**src/rtl/qdrc_phy_train_pattern_gen.sv**
```systemverilog
// QDR PHY training pattern generator.
// Writes a rise=ones / fall=zeros DDR pattern to one address, settles, then
// streams back-to-back reads of that address while the per-bit read trainer
// runs. Reports sticky done/fail once the trainer finishes or the read phase
// times out.
module qdrc_phy_train_pattern_gen #(
    parameter int DATA_WIDTH     = 36,
    parameter int ADDR_WIDTH     = 22,
    parameter int BW_WIDTH       = 4,
    parameter int TRAIN_ADDR     = 0,
    parameter int SETTLE_CYCLES  = 16,
    parameter int READ_LEAD      = 32,
    parameter int TIMEOUT_CYCLES = 65535
) (
    input  logic                  clk,
    input  logic                  reset,
    input  logic                  train_start,
    input  logic                  bit_train_done,
    input  logic                  bit_train_fail,
    output logic                  bit_train_start,
    output logic                  qdr_w_n,
    output logic                  qdr_r_n,
    output logic [ADDR_WIDTH-1:0] qdr_sa,
    output logic [DATA_WIDTH-1:0] qdr_d_rise,
    output logic [DATA_WIDTH-1:0] qdr_d_fall,
    output logic [BW_WIDTH-1:0]   qdr_bw_n,
    output logic                  train_done,
    output logic                  train_fail,
    output logic [2:0]            state_prb
);

    typedef enum logic [2:0] {
        ST_IDLE       = 3'd0,
        ST_WRITE_CMD  = 3'd1,
        ST_WRITE_DATA = 3'd2,
        ST_SETTLE     = 3'd3,
        ST_READ       = 3'd4,
        ST_DONE       = 3'd5
    } state_t;

    localparam logic [ADDR_WIDTH-1:0] TRAIN_SA    = ADDR_WIDTH'(TRAIN_ADDR);
    // SETTLE is entered one cycle after WRITE_DATA, so the last settle cycle
    // carries count SETTLE_CYCLES-2; unused when SETTLE_CYCLES is 1.
    localparam logic [7:0]            SETTLE_LAST = 8'(SETTLE_CYCLES - 2);
    localparam logic [15:0]           LEAD_CNT    = 16'(READ_LEAD);
    localparam logic [15:0]           TIMEOUT_CNT = 16'(TIMEOUT_CYCLES);

    state_t      state;
    logic [7:0]  settle_cnt;
    // read_cnt holds the 1-based index of the read command on the bus now;
    // the timeout compare happens before any increment, so it never wraps.
    logic [15:0] read_cnt;
    // Set together with the start pulse; done from the trainer is only
    // honoured once the trainer has actually been started.
    logic        started;

    assign state_prb = state;

    // Sequencer: next state and all bus/status outputs registered together,
    // so every output reflects the state it is shown alongside.
    always_ff @(posedge clk) begin
        if (reset) begin
            state           <= ST_IDLE;
            settle_cnt      <= 8'd0;
            read_cnt        <= 16'd0;
            started         <= 1'b0;
            bit_train_start <= 1'b0;
            qdr_w_n         <= 1'b1;
            qdr_r_n         <= 1'b1;
            qdr_sa          <= '0;
            qdr_d_rise      <= '0;
            qdr_d_fall      <= '0;
            qdr_bw_n        <= '1;
            train_done      <= 1'b0;
            train_fail      <= 1'b0;
        end else begin
            // Idle bus unless the next state drives it.
            bit_train_start <= 1'b0;
            qdr_w_n         <= 1'b1;
            qdr_r_n         <= 1'b1;
            qdr_sa          <= '0;
            qdr_d_rise      <= '0;
            qdr_d_fall      <= '0;
            qdr_bw_n        <= '1;
            case (state)
                ST_IDLE: begin
                    if (train_start) begin
                        state    <= ST_WRITE_CMD;
                        qdr_w_n  <= 1'b0;
                        qdr_sa   <= TRAIN_SA;
                        qdr_bw_n <= '0;
                    end else begin
                        state <= ST_IDLE;
                    end
                end
                ST_WRITE_CMD: begin
                    state      <= ST_WRITE_DATA;
                    qdr_d_rise <= '1;
                    qdr_d_fall <= '0;
                    qdr_bw_n   <= '0;
                end
                ST_WRITE_DATA: begin
                    settle_cnt <= 8'd0;
                    if (SETTLE_CYCLES == 1) begin
                        state    <= ST_READ;
                        qdr_r_n  <= 1'b0;
                        qdr_sa   <= TRAIN_SA;
                        read_cnt <= 16'd1;
                    end else begin
                        state <= ST_SETTLE;
                    end
                end
                ST_SETTLE: begin
                    if (settle_cnt == SETTLE_LAST) begin
                        state    <= ST_READ;
                        qdr_r_n  <= 1'b0;
                        qdr_sa   <= TRAIN_SA;
                        read_cnt <= 16'd1;
                    end else begin
                        state      <= ST_SETTLE;
                        settle_cnt <= settle_cnt + 8'd1;
                    end
                end
                ST_READ: begin
                    if (started && bit_train_done) begin
                        state      <= ST_DONE;
                        train_done <= 1'b1;
                        train_fail <= bit_train_fail;
                    end else if (read_cnt == TIMEOUT_CNT) begin
                        state      <= ST_DONE;
                        train_done <= 1'b1;
                        train_fail <= 1'b1;
                    end else begin
                        state    <= ST_READ;
                        qdr_r_n  <= 1'b0;
                        qdr_sa   <= TRAIN_SA;
                        read_cnt <= read_cnt + 16'd1;
                        if (read_cnt == LEAD_CNT && !started) begin
                            bit_train_start <= 1'b1;
                            started         <= 1'b1;
                        end
                    end
                end
                ST_DONE: begin
                    state <= ST_DONE;
                end
                default: begin
                    state <= ST_IDLE;
                end
            endcase
        end
    end

endmodule

```
**config.mk**
```make
export PLATFORM = sky130hd
export DESIGN_NAME = qdrc_phy_train_pattern_gen
export DESIGN_NICKNAME = d
export VERILOG_FILES = /design/src/rtl/qdrc_phy_train_pattern_gen.sv
export SDC_FILE = /design/constraint.sdc
export NUM_CORES = 1
export LEC_CHECK = 0
export BUFFER_PORTS_ARGS = -buffer_cell sky130_fd_sc_hd__clkbuf_2
export CAP_MARGIN = 20
export CORE_MARGIN = 10
export CORE_UTILIZATION = 51
export DETAILED_ROUTE_END_ITERATION = 8
export GPL_TIMING_DRIVEN = 0
export HOLD_SLACK_MARGIN = 0.15
export PLACE_DENSITY_LB_ADDON = 0.2
export SYNTH_ARGS = -nofsm -noshare
export SYNTH_HDL_FRONTEND = slang
export SYNTH_SLANG_ARGS = --single-unit
export TNS_END_PERCENT = 5
```
**constraint.sdc**
```tcl
create_clock -name clk -period 4.3 [get_ports clk]
set_input_delay 0.215 -clock clk [delete_from_list [all_inputs] [get_ports clk]]
set_output_delay 0.215 -clock clk [all_outputs]
set_load 0.01 [all_outputs]
```
==> key figures, run 1 <==
STA
  – Worst Max-Slew Pin Slew: 0.8170 ns
  – Final Hold Viols: 0
  – Worst Slack Setup Final: 1.746 ns
  – Post-route setup TNS: 0 ns
  – Fin Hold WS: 0.2801 ns
  – Final setup violating endpoints: 0
  – Setup repair after global routing missed its margin: no
  – Max Fclk: 391.5 MHz
  – Tmin final: 2.554 ns
  – Final Max Tran Viols: 0
  – Period utilisation layout: 59.41%
  – Relative slew slack: 45.28%
  – Clock Skew: 0.003573 ns

Flow run
  – Max_cap viols: 0

Worst setup path
  – Setup crit start: read_cnt[1]
  – Critical path's slowest cell: nor4_1
  – Crit-path max FO: 10
  – Crit. End Element: register
  – Required @ worst endpoint: 4.48 ns
  – Data arrival, critical path: 2.73 ns
  – Worst stage delay on the critical path: 0.51 ns
  – Crit-path cells: ha_1 -> nand4_1 -> nor4_1 -> clkbuf_1 -> buf_2 -> nor3_1 -> a311o_1
  – Crit path launch type: register
  – Critical path type: reg -> reg
  – Worst R2R Start: read_cnt[1]

Placement
  – Setup WS pre-CTS: 1.842 ns
  – Routability congestion estimate: 0.9319
  – IO buf count: 52
  – Placed Area: 3052 µm²
  – HPWL Detailed: 5.278 mm

Cells and area
  – Final nets: 433
  – Fin area: 3189 µm²
  – Total of fill cells in the finished design: 423
  – Layout cells sized above 1: 38.12%
  – Area Overhead vs Synth: 27.90%
  – N_diodes: 0

Drt
  – WL met3: 508 µm
  – Max Used Layer: met4
  – Total number of vias: 2271
  – WL per Instance: 13.49 µm
  – Vias per cell: 4.616
  – # DRC: 0
  – TritonRoute pass-1 iters: 4
  – Post-route ant nets: 0
  – M1 WL: 2.969 mm
  – Drt first-iter violations: 200
  – DR WL met2: 3.120 mm
  – Final WL: 6.637 mm

Clock tree
  – # resized after CTS: 0
  – CTS tree: yes
  – Clock latency on the worst-skew pair: 0.29 ns
  – CTS Buffer Depth: 2
  – TritonCTS Buffers: 5
  – Clock root cell: clkbuf_8
  – H-tree Lvls: 2
  – Clk sinks: 35
  – Hold_buf cts: 1
  – Post-CTS setup repair buffer count: 0
  – Clock Pin Slew Worst Setup and Hold Paths: 0.07 ns

Die
  – Starting density of the core: 52.79%
  – Die Ht: 89.93 µm
  – Die area: 8087 µm²
  – Core Footprint: 4723 µm²
  – I/O pin count: 111
  – Row count: 25
  – Die Wd: 89.93 µm

Synthesis
  – YS warnings: 0
  – Register area share after synthesis: 28.10%
  – Number of synthesized flops with an enable pin: 0
  – Synth area leaders: buf_4 29%, dfxtp_1 28%, a21oi_1 3.0%, nand2_1 2.7%, or4_1 2.1%
  – Yosys reg bits: 35
  – Mean area per synthesized cell: 8.149 µm²
  – Commonest cells post-synth: 96 x buf_4, 35 x dfxtp_1, 18 x nand2_1, 15 x a21oi_1, 12 x inv_1
  – Top cell type's share of synthesized area: 28.90%
  – Top-count cell post-synth: buf_4
  – Mapped Area: 2494 µm²
  – Netlist cell types: 50
  – Mapped Cells: 306
  – Largest area contributor in the netlist: buf_4
  – FFs w/ async S/R, synth: 0%
  – Synth Flop Type: dfxtp_1

Global route
  – Gr ovfl total: 0
  – Pin count of the biggest net entering global routing: 37
  – Vias in the first global route: 1980
  – Total GRT Usage: 15.23%
  – Global-route wire length before repair: 10.54 mm
  – Initial antenna violation count: 0

Pwr
  – Sequential power share: 42.9%
  – Power share of the combinational group: 23.4%
  – Clk network pwr share: 33.7%
  – Sw Share: 27.39%
  – Power per cell area: 244.6 nW/µm²
  – Leakage: 1.564 nW
  – NetSw: 213.7 µW
  – Cell-internal power: 566.3 µW
  – Max VDD drop: 0.1907 mV

Outcome
  – Status: complete, no violations

Min path
  – Class of the worst hold path: in -> reg
  – Hold Path Origin: bit_train_fail
## area by class of cell
cell class                 count  area [µm²]  share of cell area [%]
buffer                       103       755.7                   23.70
clock buffer                   8       100.1                   3.138
inverter                      13       48.80                   1.530
multi-input combinational    212        1202                   37.70
sequential                    35       700.7                   21.97
tap                           67       83.83                   2.628
timing repair buffer          54       297.8                   9.337
## state kept, by name (all words and copies together), names as in the netlist
| register | count |
|---|---|
| train_done | 1 |
| bit_train_start | 1 |
| state_prb | 3 |
| settle_cnt | 8 |
| qdr_bw_n | 1 |
| started | 1 |
| qdr_w_n | 1 |
| qdr_d_rise | 1 |
| qdr_r_n | 1 |
| read_cnt | 16 |
| train_fail | 1 |
## cell usage in the layout (no fill, tap or decap), drive strengths merged, types with 8 or more instances in the layout
cell / n
a21oi: 15
buf: 99
clkbuf: 65
conb: 58
dfxtp: 35
inv: 12
nand2: 18
nand3: 10
nor2: 8
o21ai: 9
or4: 9
## per-stage QoR
step | std cells | util (%) | total power, mW
floorplan | 363 | - | 0.4730
global placement | 482 | 64.61 | 0.5143
detailed placement | 482 | 64.61 | 0.5164
CTS | 491 | 66.94 | 0.7777
global route | 492 | 67.52 | 0.8177
finish | 492 | 67.52 | 0.7800
## critical path, delay by kind of cell (launching register included)
family                   cells  cell delay [ns]
AND/OR/NAND/NOR              3             0.85
buffers and inverters        2             0.71
flip-flops                   1             0.40
AO/OA/AOI/OAI                1             0.27
adder cells (fa/ha/maj)      1             0.23
## worst paths after layout
kind | to | slack, ns | cells after the start
max | read_cnt[3] | 1.75 | 7
min | train_fail | 0.28 | 3
max reg2reg | read_cnt[3] | 1.75 | 7
min reg2reg | train_done | 0.45 | 2
## power groups by stage
stage	clock network, mW	registers, mW	logic (mW)
after floorplan	0	0.346	0.127
after global placement	0	0.345	0.169
after detailed placement	0	0.346	0.170
after CTS	0.268	0.339	0.171
after global routing	0.284	0.335	0.199
final	0.263	0.335	0.182
## per-layer routing
layer  GRT usage [%]  up-vias
met5               0        -
met4           3.183        0
met3           4.323        7
met2           25.24      109
met1           19.09      994
li1                -     1161
## kinds of logic after synthesis
logic type / synth area share (%)
AOI/OAI and AO/OA: 12.90
xor gates and xnor gates: 1.054
adders and majority gates: 2.007
buffers and inverters: 32.26
DFF: 28.10
muxes: 1.606
other: 0.1504
and+or+nand+nor: 21.93
Power figures use the tool's default switching activity.
==> run 2, diff against run 1 <==
--- a/config.mk
+++ b/config.mk
@@ -5,10 +5,11 @@
 export SDC_FILE = /design/constraint.sdc
 export NUM_CORES = 1
 export LEC_CHECK = 0
+export ABC_AREA = 1
 export BUFFER_PORTS_ARGS = -buffer_cell sky130_fd_sc_hd__clkbuf_2
 export CAP_MARGIN = 20
 export CORE_MARGIN = 10
-export CORE_UTILIZATION = 51
+export CORE_UTILIZATION = 44
 export DETAILED_ROUTE_END_ITERATION = 8
 export GPL_TIMING_DRIVEN = 0
 export HOLD_SLACK_MARGIN = 0.15
==> constraint.sdc (replaced) <==
create_clock -name clk -period 2.19 [get_ports clk]
set_input_delay 0.1095 -clock clk [delete_from_list [all_inputs] [get_ports clk]]
set_output_delay 0.1095 -clock clk [all_outputs]
set_load 0.01 [all_outputs]
==> key figures, run 2 <==
Synthesis
  – Synth Flop Type: dfxtp_1
  – Register area share after synthesis: 25.36%
  – Number of synthesized flops with an enable pin: 0
  – Commonest cells post-synth: 97 x buf_4, 75 x nand2_1, 44 x nand3_1, 43 x inv_1, 43 x nor2_1
  – Synth area leaders: buf_4 26%, dfxtp_1 25%, nand2_1 10%, nand3_1 8.0%, inv_1 5.8%
  – Mean area per synthesized cell: 6.755 µm²
  – Top-count cell post-synth: buf_4
  – YS warnings: 0
  – Mapped Cells: 409
  – FFs w/ async S/R, synth: 0%
  – Top cell type's share of synthesized area: 26.36%
  – Yosys reg bits: 35
  – Largest area contributor in the netlist: buf_4
  – Mapped Area: 2763 µm²
  – Netlist cell types: 30

Placement
  – Placed Area: 3326 µm²
  – HPWL Detailed: 5.671 mm
  – IO buf count: 51
  – Setup WS pre-CTS: 0.5169 ns
  – Routability congestion estimate: 0.8643

Worst setup path
  – Data arrival, critical path: 1.93 ns
  – Crit. End Element: register
  – Critical path type: reg -> reg
  – Required @ worst endpoint: 2.41 ns
  – Crit-path max FO: 10
  – Crit path launch type: register

Cells and area
  – Most frequent cells in the layout: 97 x buf_4, 75 x nand2_1, 58 x conb_1
  – Final nets: 536
  – Biggest register: read_cnt
  – N_diodes: 0
  – Total of fill cells in the finished design: 608
  – Leading cell type in the layout, fill and taps excluded: buf_4
  – Post-Route Utilization: 57.85%
  – Max reg flops: 16
  – Area Overhead vs Synth: 26.18%
  – Fin area: 3486 µm²
  – Layout cells sized above 1: 33.14%

STA
  – Clock Skew: 0.006421 ns
  – Final setup violating endpoints: 0
  – Relative slew slack: 61.58%
  – Tmin final: 1.702 ns
  – Fin Hold WS: 0.2517 ns
  – Final Hold Viols: 0
  – Max Fclk: 587.6 MHz
  – Final Max Tran Viols: 0
  – Period utilisation layout: 77.70%
  – Worst Max-Slew Pin Slew: 0.5703 ns
  – Post-route setup TNS: 0 ns
  – Setup repair after global routing missed its margin: no
  – Worst Slack Setup Final: 0.4883 ns

Pwr
  – Max VDD drop: 0.3543 mV
  – Leakage: 1.855 nW
  – Sw Share: 30.36%
  – Clk network pwr share: 32.7%
  – NetSw: 546.5 µW
  – Sequential power share: 37.7%
  – Power share of the combinational group: 29.5%
  – Cell-internal power: 1.254 mW
  – Power per cell area: 516.5 nW/µm²

Global route
  – Initial antenna violation count: 0
  – Vias in the first global route: 2377
  – Gr ovfl total: 0
  – Total GRT Usage: 13.86%
  – Global-route wire length before repair: 11.56 mm
  – Pin count of the biggest net entering global routing: 37

Drt
  – WL met3: 700 µm
  – Post-route ant nets: 0
  – # DRC: 0
  – Max Used Layer: met4
  – M1 WL: 3.382 mm
  – Drt first-iter violations: 168
  – DR WL met2: 2.839 mm
  – WL per Instance: 11.59 µm
  – Final WL: 6.990 mm
  – Vias per cell: 4.292
  – TritonRoute pass-1 iters: 4
  – Total number of vias: 2588

Die
  – Row count: 28
  – Die area: 9849 µm²
  – I/O pin count: 111
  – Die Ht: 99.24 µm
  – Starting density of the core: 45.85%
  – Die Wd: 99.24 µm
  – Core Footprint: 6026 µm²

Min path
  – Class of the worst hold path: in -> reg

Flow run
  – Max_cap viols: 0

Clock tree
  – H-tree Lvls: 2
  – Clock root cell: clkbuf_8
  – Hold_buf cts: 2
  – CTS tree: yes
  – Clock Pin Slew Worst Setup and Hold Paths: 0.08 ns
  – Clock latency on the worst-skew pair: 0.30 ns
  – TritonCTS Buffers: 5
  – CTS Buffer Depth: 2
  – Clk sinks: 35
  – # resized after CTS: 0
  – Post-CTS setup repair buffer count: 0

Outcome
  – Status: complete, no violations
run 2: cell count changes after synthesis, sizes merged, moves of 4 or more:
cell / change
nand2b: -7
inv: +31
or4: -9
nand3: +37
and3: -4
a21oi: +4
nor4: -7
nand2: +59
mux2i: -4
o31ai: -6
nor2: +40
run 2: metrics by stage:
step,power (mW),instances
final,1.800,603
after detailed placement,1.210,592
after global placement,1.205,592
after CTS,1.803,602
after global routing,1.901,603
after floorplan,1.070,466
run 2: metal layers:
layer | track usage, % | vias to the layer above
li1 | - | 1367
met1 | 17.73 | 1116
met2 | 21.14 | 99
met3 | 5.260 | 6
met4 | 3.969 | 0
met5 | 0 | -
run 2: cell type report:
type	instances	area (µm²)	area share [%]
inverter	43	161.4	4.630
buffer	104	772.0	22.15
timing repair buffer	54	302.8	8.686
sequential	35	700.7	20.10
clock buffer	5	68.82	1.974
multi-input combinational	284	1343	38.51
clock inverter	3	43.79	1.256
tap	75	93.84	2.692
run 2: worst max-delay path: stages (launching register included):
cell and delay (ns):
dfxtp_1 0.43, inv_1 0.09, ha_1 0.21, nand3_2 0.10, nor2_2 0.06, nor2_2 0.21
nor2_8 0.09, nand2_4 0.09, buf_6 0.16, nand2_1 0.06, a21oi_1 0.13
run 2: cells by family (layout without fill, tap and decap cells):
family	Yosys count	after routing	synth area share [%]
simple gates	190	190	32.11
buf+inv	147	209	33.79
flops	35	35	25.36
compound gates	29	29	5.843
fa+ha+maj	4	4	1.812
xor+xnor	3	3	0.9513
other cells	1	58	0.1357
run 2: power by group through the flow:
stage               clock (mW)  combinational, mW  sequential, mW
global placement             0              0.500           0.705
floorplan                    0              0.363           0.707
detailed placement           0              0.503           0.707
finish                   0.589              0.532           0.679
global route             0.634              0.584           0.683
CTS                      0.604              0.506           0.693
run 2: worst paths after layout:
check / startpoint / to / slack (ns) / cells after the start
worst min register to register: train_done / train_done / 0.45 / 2
worst max-delay path: settle_cnt[0] / read_cnt[8] / 0.49 / 10
worst min-delay path: reset / settle_cnt[5] / 0.25 / 2
worst max register to register: settle_cnt[0] / read_cnt[8] / 0.49 / 10
